## src/rtl/cpu_types_pkg.sv

```systemverilog
// Shared CPU types: machine word plus the memory responder's state and owner encodings.
package cpu_types_pkg;

  localparam int WORD_BITS = 32;

  typedef logic [WORD_BITS-1:0] word_t;

  // Responder FSM: wait for a request, run the RAM access, pulse the hit.
  typedef enum logic [1:0] {
    IDLE   = 2'd0,
    ACCESS = 2'd1,
    RESP   = 2'd2
  } mem_resp_state_t;

  // Which requester currently owns the RAM.
  typedef enum logic {
    OWN_I = 1'b0,
    OWN_D = 1'b1
  } mem_owner_t;

endpackage

```

## src/rtl/mem_grant_arb.sv

```systemverilog
// Grant decision for the shared RAM: data wins over instruction unless the
// instruction side has already watched MAX_DSTREAK data grants go by.
module mem_grant_arb
  import cpu_types_pkg::*;
#(
  parameter int MAX_DSTREAK = 4,
  parameter int STREAK_W    = 3
) (
  input  logic       clk_i,
  input  logic       rst_i,
  input  logic       arb_en_i,   // responder is idle and able to start an access
  input  logic       ireq_i,     // instruction read pending
  input  logic       dreq_i,     // data read or write pending
  output logic       grant_o,    // start an access this cycle
  output mem_owner_t owner_o     // who gets it
);

  localparam logic [STREAK_W-1:0] STREAK_MAX = STREAK_W'(MAX_DSTREAK);

  logic [STREAK_W-1:0] streak_q;
  logic [STREAK_W-1:0] streak_d;
  logic                d_allowed;

  // Data may go if nobody else waits, or the waiting instruction has not yet been passed over too often.
  assign d_allowed = dreq_i && (!ireq_i || (streak_q < STREAK_MAX));

  // Priority decision, only meaningful while the responder is idle.
  always_comb begin
    grant_o = 1'b0;
    owner_o = OWN_I;
    if (arb_en_i) begin
      if (d_allowed) begin
        grant_o = 1'b1;
        owner_o = OWN_D;
      end else if (ireq_i) begin
        grant_o = 1'b1;
        owner_o = OWN_I;
      end
    end
  end

  // Streak bookkeeping: count data grants that bypass a waiting instruction, clear otherwise.
  always_comb begin
    streak_d = streak_q;
    if (grant_o) begin
      if ((owner_o == OWN_D) && ireq_i) begin
        streak_d = (streak_q >= STREAK_MAX) ? STREAK_MAX : streak_q + STREAK_W'(1);
      end else begin
        streak_d = '0;
      end
    end
  end

  // Streak counter register.
  always_ff @(posedge clk_i) begin
    if (rst_i) begin
      streak_q <= '0;
    end else begin
      streak_q <= streak_d;
    end
  end

endmodule

```

## src/rtl/mem_responder.sv

```systemverilog
// Memory responder: serialises instruction and data requests onto one
// single-port RAM and returns one-cycle ihit/dhit pulses with load data.
module mem_responder
  import cpu_types_pkg::*;
#(
  parameter int WORD_W      = 32,
  parameter int MAX_DSTREAK = 4,
  parameter int STREAK_W    = 3
) (
  input  logic              CLK,
  input  logic              RST,
  input  logic              imemREN,
  input  logic [WORD_W-1:0] imemaddr,
  input  logic              dmemREN,
  input  logic              dmemWEN,
  input  logic [WORD_W-1:0] dmemaddr,
  input  logic [WORD_W-1:0] dmemstore,
  output logic              ihit,
  output logic              dhit,
  output logic [WORD_W-1:0] imemload,
  output logic [WORD_W-1:0] dmemload,
  output logic              ramREN,
  output logic              ramWEN,
  output logic [WORD_W-1:0] ramaddr,
  output logic [WORD_W-1:0] ramstore,
  input  logic [WORD_W-1:0] ramload,
  input  logic              ramready
);

  mem_resp_state_t   state_q;
  mem_owner_t        owner_q;
  logic              wr_q;
  logic [WORD_W-1:0] addr_q;
  logic [WORD_W-1:0] store_q;
  logic              ramren_q;
  logic              ramwen_q;
  logic              ihit_q;
  logic              dhit_q;
  logic [WORD_W-1:0] iload_q;
  logic [WORD_W-1:0] dload_q;

  logic              grant;
  mem_owner_t        grant_owner;

  mem_grant_arb #(
    .MAX_DSTREAK (MAX_DSTREAK),
    .STREAK_W    (STREAK_W)
  ) u_arb (
    .clk_i    (CLK),
    .rst_i    (RST),
    .arb_en_i (state_q == IDLE),
    .ireq_i   (imemREN),
    .dreq_i   (dmemREN | dmemWEN),
    .grant_o  (grant),
    .owner_o  (grant_owner)
  );

  // Responder FSM; strobes and hits are registered so they change only on edges.
  always_ff @(posedge CLK) begin
    if (RST) begin
      state_q  <= IDLE;
      owner_q  <= OWN_I;
      wr_q     <= 1'b0;
      addr_q   <= '0;
      store_q  <= '0;
      ramren_q <= 1'b0;
      ramwen_q <= 1'b0;
      ihit_q   <= 1'b0;
      dhit_q   <= 1'b0;
      iload_q  <= '0;
      dload_q  <= '0;
    end else begin
      ihit_q <= 1'b0;
      dhit_q <= 1'b0;
      case (state_q)
        IDLE: begin
          if (grant) begin
            owner_q <= grant_owner;
            state_q <= ACCESS;
            if (grant_owner == OWN_D) begin
              // A simultaneous read+write request is treated as a write.
              addr_q   <= dmemaddr;
              store_q  <= dmemstore;
              wr_q     <= dmemWEN;
              ramwen_q <= dmemWEN;
              ramren_q <= ~dmemWEN;
            end else begin
              addr_q   <= imemaddr;
              store_q  <= '0;
              wr_q     <= 1'b0;
              ramwen_q <= 1'b0;
              ramren_q <= 1'b1;
            end
          end
        end
        ACCESS: begin
          // The RAM cannot be aborted, so wait as long as it takes.
          if (ramready) begin
            ramren_q <= 1'b0;
            ramwen_q <= 1'b0;
            state_q  <= RESP;
            if (owner_q == OWN_D) begin
              dhit_q <= 1'b1;
              if (!wr_q) begin
                dload_q <= ramload;
              end
            end else begin
              ihit_q  <= 1'b1;
              iload_q <= ramload;
            end
          end
        end
        RESP: begin
          state_q <= IDLE;
        end
        default: begin
          state_q  <= IDLE;
          ramren_q <= 1'b0;
          ramwen_q <= 1'b0;
        end
      endcase
    end
  end

  assign ihit     = ihit_q;
  assign dhit     = dhit_q;
  assign imemload = iload_q;
  assign dmemload = dload_q;
  assign ramREN   = ramren_q;
  assign ramWEN   = ramwen_q;
  assign ramaddr  = addr_q;
  assign ramstore = store_q;

endmodule

```

## config.mk

```make
export PLATFORM = sky130hd
export DESIGN_NAME = mem_responder
export DESIGN_NICKNAME = d
export VERILOG_FILES = /design/src/rtl/cpu_types_pkg.sv /design/src/rtl/mem_grant_arb.sv /design/src/rtl/mem_responder.sv
export SDC_FILE = /design/constraint.sdc
export NUM_CORES = 1
export LEC_CHECK = 0
export BUFFER_PORTS_ARGS = -buffer_cell sky130_fd_sc_hd__buf_4
export CAP_MARGIN = 25
export CORE_UTILIZATION = 45
export CTS_BUF_LIST = sky130_fd_sc_hd__clkbuf_8
export CTS_CLUSTER_SIZE = 30
export DETAILED_ROUTE_END_ITERATION = 16
export PLACE_DENSITY = 0.78
export SETUP_SLACK_MARGIN = 0.2
export SLEW_MARGIN = 10
export SYNTH_ARGS = -nofsm -noshare
export SYNTH_HDL_FRONTEND = slang
export SYNTH_SLANG_ARGS = --single-unit
```

## constraint.sdc

```tcl
create_clock -name CLK -period 2.1 [get_ports CLK]
set_input_delay 0.315 -clock CLK [delete_from_list [all_inputs] [get_ports CLK]]
set_output_delay 0.315 -clock CLK [all_outputs]
set_load 0.05 [all_outputs]
```

==> results.json, run 1 <==
{
  "synth_compound_area_frac": 0.273,
  "syn_area_um2": 5590,
  "cp_max_fo": 22,
  "fillerInstances": 1077,
  "antenna_found_initial": 0,
  "synth_top_family_by_area": "compound AO/OA/AOI/OAI gates",
  "antenna_cells": 0,
  "grt_remaining_overflow": 0,
  "crit_type": "reg -> reg",
  "grt_first_pass_wirelength_mm": 27.9,
  "cap_viol_max_count": 0,
  "die_w_um": 113,
  "dieArea_um2": 12900,
  "port-buffer-count": 265,
  "areaGrowthSynthToFinish_pct": 43.4,
  "io_pins": 266,
  "synth_area_per_cell_um2": 8.21,
  "cts_resized": 0,
  "grt_util_all_layers": 0.274,
  "tightestPinTransition_ns": 0.549,
  "netlist_instances": 680,
  "cts_buffers": 17,
  "cts_tree": "done",
  "drcViolationCount": 0,
  "final_cell_mix": "buf_4, dfxtp_1, a21oi_1",
  "cp.arrival_ns": 1.90,
  "grt_max_degree": 50,
  "viasPerCell": 5.53,
  "yosysWarnings": 0,
  "wl_per_cell_um": 16.3,
  "cp_cell_sequence": "nand3b_1 > buf_12 > o21ai_0 > a21oi_1",
  "cp-startpoint": "state_q[0]$_SDFFE_PP0P_",
  "dr_total_vias": 6007,
  "drive_above_1_share": 0.352,
  "max_freq_mhz": 635,
  "hold_viol": 0,
  "clock_sinks": 139,
  "clk_latency_ns": 0.44,
  "routed_wirelength_mm": 17.7,
  "ant_nets": 0,
  "synthArstFlopShare": 0,
  "peakVddDrop_uv": 698,
  "power.density_nw_per_um2": 841,
  "drtPass1Iterations": 5,
  "hold_start": "ramload[1]",
  "hold_class": "in -> reg",
  "dp_hpwl_mm": 11.6,
  "busiest_layer": "met2",
  "layout_commonest_cell": "buf_4",
  "period_share": 0.749,
  "synth_xor_area_frac": 0,
  "use_met1": 0.340,
  "synth-simple-area-share": 0.155,
  "end_kind": "register",
  "multi_input_area_um2": 2450,
  "cp_slowest_stage_delay_ns": 0.46,
  "synth-adder-area-share": 0.00448,
  "worst_path_max_delay_cell": "dfxtp_1",
  "htreeDepth": 4,
  "fp.dieH_um": 113,
  "start_kind": "register",
  "relSlewSlack": 0.629,
  "fin_crit_ns": 1.57,
  "p_leak_uw": 0.00336,
  "setup_tns_ns": 0,
  "register_area_um2": 2780,
  "core-area_um2": 12100,
  "synth-edff-count": 0,
  "ctsHoldBuffers": 0,
  "ys_seq_area_frac": 0.498,
  "synth_nets": 816,
  "use_met3": 0.0776,
  "skew_ns": 0.00857,
  "start_util": 0.463,
  "synthFlopType": "dfxtp_1",
  "numPlacedInstances": 1056,
  "path_clk_slew_ns": 0.08,
  "final_max_slew_viol_count": 0,
  "fin_cells": 1086,
  "synthMuxAreaShare": 0,
  "rsz0062_at_grt": "false",
  "fp-row-count": 40,
  "r2r-start": "state_q[0]$_SDFFE_PP0P_",
  "setup_viol_count_final": 0,
  "outcome": "finished clean",
  "post_cts_buffers": 0,
  "ys_ff_latch": 139,
  "gp_congestion": 0.813,
  "root_buffer": "clkbuf_8",
  "grtUsageMet2": 0.440,
  "clk_path_buf_depth": 2,
  "grt_pass1_vias": 5520,
  "worstPathRequired_ns": 2.43,
  "layout.nets": 1043,
  "drt-initial-drc-count": 508,
  "synth_cell_types": 30
}
## per-layer routing
layer | share of wire | vias up | wire length, um
met5 | 0 | - | 0
met4 | 0.031 | 0 | 554
met3 | 0.075 | 46 | 1320
met2 | 0.48 | 267 | 8480
met1 | 0.42 | 2808 | 7370
li1 | - | 2886 | -
## kinds of logic (layout without fill, tap and decap cells)
group                      Yosys count  in the layout
and+or+nand+nor                    184            184
DFF                                139            139
AOI/OAI and AO/OA                  275            275
adders and majority gates            2              2
buffers and inverters               80            318
## sequential cells by signal (all words and copies together), names as in the netlist
name            flops
ihit                1
dhit                1
ramWEN              1
imemload           32
state_q             2
owner_q             1
ramstore           32
ramaddr            32
u_arb.streak_q      3
ramREN              1
wr_q                1
dmemload           32
## synth_stat cells, drive strengths merged (6+ instances only)
master	count	share of area
dfxtp	139	0.50
a21oi	136	0.12
nand3	99	0.089
buf	32	0.037
o21ai	102	0.091
a311oi	32	0.050
nand2	66	0.044
clkbuf	46	0.031
nor2	6	0.0040
## worst max-delay path: cells and delay by family, from the launching register on
family | cells | cell delay (ns)
flip-flops | 1 | 0.46
AND/OR/NAND/NOR | 1 | 0.41
buffers and inverters | 1 | 0.31
AO/OA/AOI/OAI | 2 | 0.28
## area by class of cell
cell class,count,area share
timing repair buffer,286,0.276
inverter,2,0.000937
clock inverter,10,0.00969
multi-input combinational,461,0.305
tap,168,0.0262
sequential,139,0.347
clock buffer,20,0.0344
## stage by stage
| stage | area [um2] | power (uW) | hold slack (ns) | utilization | setup WS, ns |
|---|---|---|---|---|---|
| final | 8010 | 6740 | 0.122 | 0.664 | 0.526 |
| after global placement | 7650 | 4790 | 0.442 | 0.635 | 0.408 |
| after CTS | 8010 | 6770 | 0.0897 | 0.664 | 0.237 |
| after detailed placement | 7650 | 4810 | 0.447 | 0.635 | 0.244 |
| after floorplan | 5590 | 4150 | 0.451 | - | 0.749 |
| after global routing | 8010 | 7020 | 0.102 | 0.664 | 0.387 |
## where the power goes
part | switching (uW) | total [uW] | internal, uW
Sequential | 100 | 2920 | 2820
Combinational | 1220 | 1830 | 616
Clock | 988 | 1980 | 996
## final timing paths
kind / to / depth (start not counted) / slack [ns]
setup / recovery: dmemload[15]$_SDFFE_PP0P_ / 4 / 0.53
hold / removal: imemload[1]$_SDFFE_PP0P_ / 3 / 0.12
setup reg to reg: dmemload[15]$_SDFFE_PP0P_ / 4 / 0.53
hold reg to reg: imemload[19]$_SDFFE_PP0P_ / 2 / 0.46
Note: power is estimated with default switching activity, not from simulation.
==> run 2, diff against run 1 <==
Settings changed: CORE_UTILIZATION 45 to 43.
Clock period 2.1 ns to 1.4 ns, I/O delays scaled along.
==> results.json, run 2 (synthesized netlist as in run 1, its figures left out) <==
{
  "cts_tree": "done",
  "setup_tns_ns": -0.907,
  "setup_ws_ns": -0.283,
  "drt-initial-drc-count": 1042,
  "io_pins": 266,
  "end_kind": "register",
  "peakVddDrop_uv": 612,
  "power.density_nw_per_um2": 1110,
  "layout.nets": 1129,
  "dieArea_um2": 13400,
  "grt_max_degree": 61,
  "start_util": 0.443,
  "cp_slowest_stage_delay_ns": 0.40,
  "numPlacedInstances": 1067,
  "core-area_um2": 12600,
  "drtPass1Iterations": 5,
  "outcome": "finished with violations",
  "hold_viol": 0,
  "clk_path_buf_depth": 2,
  "antenna_cells": 0,
  "tightestPinTransition_ns": 0.498,
  "worstPathRequired_ns": 1.72,
  "dpl-instance-area_um2": 7920,
  "p_leak_uw": 0.00438,
  "path_clk_slew_ns": 0.09,
  "fin_crit_ns": 1.68,
  "clk_latency_ns": 0.46,
  "drcViolationCount": 0,
  "violations": "negative setup slack",
  "antenna_found_initial": 0,
  "fp.dieH_um": 116,
  "fin_area_um2": 10700,
  "worst_path_max_delay_cell": "a21oi_1",
  "cp_cell_sequence": "buf_6 > and3b_2 > clkbuf_16 > nand3_1 > a21oi_1",
  "setup_viol_count_final": 14,
  "crit_type": "reg -> reg",
  "final_cell_mix": "buf_4, a21oi_1, nand3_1",
  "fin_cells": 1178,
  "wl_per_cell_um": 23.5,
  "port-buffer-count": 265,
  "skew_ns": 0.0162,
  "cts_buffers": 17,
  "clock_sinks": 139,
  "max_freq_mhz": 594,
  "die_w_um": 116,
  "period_share": 1.20,
  "htreeDepth": 4,
  "dr_total_vias": 7157,
  "areaGrowthSynthToFinish_pct": 90.7,
  "final_max_slew_viol_count": 0,
  "dp_hpwl_mm": 11.8,
  "start_kind": "register",
  "hold_class": "in -> reg",
  "cp_max_fo": 16,
  "grt_util_all_layers": 0.288,
  "cap_viol_max_count": 0,
  "grt_pass1_vias": 6043,
  "relSlewSlack": 0.668,
  "ant_nets": 0,
  "gp_congestion": 0.812,
  "routed_wirelength_mm": 27.7,
  "cp.arrival_ns": 2.00,
  "fin_util": 0.844,
  "layout_commonest_cell": "buf_4",
  "grt_remaining_overflow": 0,
  "root_buffer": "clkbuf_8",
  "rsz0062_at_grt": "true",
  "drive_above_1_share": 0.577,
  "grt_first_pass_wirelength_mm": 30.1,
  "dp_slack_ns": -0.0438,
  "fp-row-count": 41,
  "viasPerCell": 6.08
}
==> run 2: area by class of cell <==
| class | instances | area [um2] |
|---|---|---|
| clock buffers | 18 | 248 |
| clock inverters | 14 | 155 |
| fillers | 667 | 1970 |
| inverters | 2 | 7.51 |
| multi-input cells | 461 | 3120 |
| flip-flops and latches | 139 | 2920 |
| well taps | 172 | 215 |
| repair buffers | 372 | 3990 |
==> run 2: report_power, final <==
part	switching (uW)	total, uW	internal (uW)
clock network	1670	3450	1780
logic	2290	3900	1610
registers	226	4480	4250
total	4190	11800	7640
==> run 2: what timing repair did <==
item	in CTS	in global routing
hold buffers	36	5
gates resized for setup	34	428
setup endpoints to repair	268	268
endpoints found under the hold margin	37	5
pin swaps	0	99
cloned	6	10
buffers inserted	3	19
==> run 2: path summary, 6_finish.rpt <==
kind | from | to | slack, ns | depth (start not counted)
setup / recovery | state_q[1]$_SDFFE_PP0P_ | dmemload[16]$_SDFFE_PP0P_ | -0.28 | 5
setup reg to reg | state_q[1]$_SDFFE_PP0P_ | dmemload[16]$_SDFFE_PP0P_ | -0.28 | 5
hold reg to reg | imemload[5]$_SDFFE_PP0P_ | imemload[5]$_SDFFE_PP0P_ | 0.47 | 2
hold / removal | dmemaddr[7] | ramaddr[7]$_SDFFE_PP0P_ | 0.02 | 3
==> run 2: worst max-delay path, delay by kind of cell (launching register included) <==
kind                   cells  cell delay [ns]
flip-flops                 1             0.39
AO/OA/AOI/OAI              1             0.40
buffers and inverters      2             0.34
AND/OR/NAND/NOR            2             0.41
==> run 2: stage by stage <==
| stage | total power (uW) | hold WS [ns] |
|---|---|---|
| after detailed placement | 7370 | 0.448 |
| after global routing | 12200 | 0.00348 |
| after floorplan | 6260 | 0.346 |
| final | 11800 | 0.0185 |
| after CTS | 10900 | 0.000408 |
| after global placement | 7340 | 0.442 |
==> run 2: routing by layer <==
layer / up-vias / part of all wire / wire [um] / global-route usage
met3: 147 / 0.10 / 2790 / 0.0821
met4: 0 / 0.059 / 1650 / 0.166
li1: 3085 / - / - / -
met2: 521 / 0.49 / 13500 / 0.491
met5: - / 0 / 0 / 0
met1: 3404 / 0.35 / 9770 / 0.323
==> run 3, diff against run 2 <==
Settings changed: ABC_AREA set to 1.
==> results.json, run 3 <==
{
  "cts_tree": "done",
  "clock_sinks": 139,
  "viasPerCell": 5.09,
  "period_share": 1.02,
  "synth_area_leaders": "dfxtp_1, nor2_1, nand2_1",
  "syn_area_um2": 5500,
  "max_freq_mhz": 702,
  "grt_remaining_overflow": 0,
  "layout.nets": 1225,
  "synth_nets": 892,
  "holdWs_ns": 0.0191,
  "die_w_um": 115,
  "layout_commonest_cell": "nand2_1",
  "synth_area_per_cell_um2": 7.28,
  "grt_pass1_vias": 6354,
  "cts_buffers": 17,
  "grt_util_all_layers": 0.291,
  "worstPathRequired_ns": 1.73,
  "fin_area_um2": 10100,
  "worst_path_max_delay_cell": "dfxtp_4",
  "areaGrowthSynthToFinish_pct": 83.9,
  "outcome": "finished with violations",
  "yosysWarnings": 0,
  "cp_slowest_stage_delay_ns": 0.36,
  "final_cell_mix": "nand2_1, nor2_1, buf_4",
  "ys_seq_area_frac": 0.506,
  "p_leak_uw": 0.00480,
  "cp_max_fo": 6,
  "routed_wirelength_mm": 22.1,
  "hold_viol": 0,
  "dpl-instance-area_um2": 7610,
  "crit_type": "reg -> reg",
  "start_util": 0.449,
  "path_clk_slew_ns": 0.08,
  "antenna_found_initial": 1,
  "root_buffer": "clkbuf_8",
  "netlist_instances": 756,
  "wl_per_cell_um": 17.4,
  "skew_ns": 0.0106,
  "tightestPinTransition_ns": 0.373,
  "multi_input_area_um2": 2710,
  "port-buffer-count": 265,
  "synth.most_common_cell": "nor2_1",
  "drtPass1Iterations": 6,
  "register_area_um2": 2860,
  "synth_common_cells": "nor2_1, nand2_1, dfxtp_1",
  "fp.dieH_um": 115,
  "cp_cell_sequence": "inv_4 > nor2_4 > nand2_4 > nor2_4 > buf_12 > buf_12 > o21ai_0 > nor2_1",
  "htreeDepth": 4,
  "setup_ws_ns": -0.0254,
  "fin_cells": 1270,
  "start_kind": "register",
  "fillerInstances": 674,
  "hold_class": "in -> reg",
  "setup_viol_count_final": 1,
  "setup_tns_ns": -0.0254,
  "io_pins": 266,
  "synthArstFlopShare": 0,
  "grt_first_pass_wirelength_mm": 29.8,
  "yosysTopAreaCell": "dfxtp_1",
  "rsz0062_at_grt": "true",
  "clk_latency_ns": 0.45,
  "dp_hpwl_mm": 11.0,
  "drt-initial-drc-count": 470,
  "violations": "negative setup slack",
  "fin_crit_ns": 1.43,
  "synthFlopType": "dfxtp_1",
  "fp-row-count": 40,
  "cp.arrival_ns": 1.75,
  "clk_path_buf_depth": 2,
  "drcViolationCount": 0,
  "dieArea_um2": 13300,
  "ant_nets": 0,
  "core-area_um2": 12300,
  "numPlacedInstances": 1160,
  "synth_cell_types": 24,
  "gp_congestion": 0.815,
  "synth-edff-count": 0,
  "ys_ff_latch": 139,
  "peakVddDrop_uv": 924,
  "drive_above_1_share": 0.447,
  "dr_total_vias": 6461,
  "final_max_slew_viol_count": 0,
  "relSlewSlack": 0.749,
  "grt_max_degree": 75,
  "cap_viol_max_count": 0,
  "power.density_nw_per_um2": 1220,
  "synthDominantCellAreaShare": 0.506,
  "end_kind": "register"
}
[run 3: changes by cell type in the layout (fill, tap and decap cells not counted), moves of 30 or more]
cell,previous run,this run
a21oi_1,94,35
a21oi_2,42,3
buf_4,194,149
buf_6,57,130
buf_8,42,9
dfxtp_1,47,83
dfxtp_2,83,53
inv_1,4,44
nand2_1,36,172
nand3_1,91,32
nor2_1,3,160
o21ai_0,47,13
[run 3: cells by family after synthesis]
kind of cell	count (synthesis)	share of synthesized area
buf+inv	93	0.0910
simple gates	418	0.304
compound gates	104	0.0946
fa+ha+maj	2	0.00455
flops	139	0.506
[run 3: worst max-delay path, delay by kind of cell (launching register included)]
kind            cells  cell delay, ns
flops               1            0.36
compound gates      1            0.32
simple gates        4            0.29
buf+inv             3            0.33
[run 3: routing by layer]
metal  vias up  GRT usage  wire length (um)
met5         -          0                 0
met4         0      0.153              1070
met3        94     0.0917              1720
met2       333      0.544             11700
met1      3006      0.286              7600
li1       3028          -                 -
[run 3: cell type report]
| cell class | count | area share |
|---|---|---|
| diodes | 1 | 0.000247 |
| well taps | 168 | 0.0208 |
| repair buffers | 353 | 0.355 |
| multi-input cells | 529 | 0.268 |
| clock inverters | 11 | 0.0198 |
| clock buffers | 20 | 0.0272 |
| flip-flops and latches | 139 | 0.283 |
| inverters | 46 | 0.0216 |
| repair inverters | 3 | 0.00482 |
[run 3: final timing paths]
kind	slack (ns)	startpoint	end	depth (start not counted)
setup / recovery	-0.03	state_q[0]$_SDFFE_PP0P_	imemload[16]$_SDFFE_PP0P_	8
hold / removal	0.02	dmemstore[18]	ramstore[18]$_SDFFE_PP0P_	3
setup reg to reg	-0.03	state_q[0]$_SDFFE_PP0P_	imemload[16]$_SDFFE_PP0P_	8
hold reg to reg	0.48	ramstore[30]$_SDFFE_PP0P_	ramstore[30]$_SDFFE_PP0P_	2
[run 3: timing repair]
action                                 in CTS  in global routing
hold buffers                               47                  0
setup endpoints to repair                 254                213
pin swaps                                   2                 31
gates cloned                                7                 11
gates resized for setup                   208                151
endpoints found under the hold margin      59                  0
setup buffers                               9                  4
[run 3: through the flow]
step / setup WS [ns] / power, uW / util
2_1_floorplan: 0.206 / 6500 / -
3_3_place_gp: 0.0831 / 7510 / 0.620
3_5_place_dp: 0.0344 / 7540 / 0.620
4_1_cts: 0.0958 / 12000 / 0.765
5_1_grt: -0.0592 / 12800 / 0.825
6_report: -0.0254 / 12400 / 0.825
[run 3: report_power, final]
part	switching (uW)	total (uW)	internal, uW
Sequential	259	4560	4300
Clock	1500	3910	2410
Combinational	2310	3880	1570
Total	4070	12400	8280
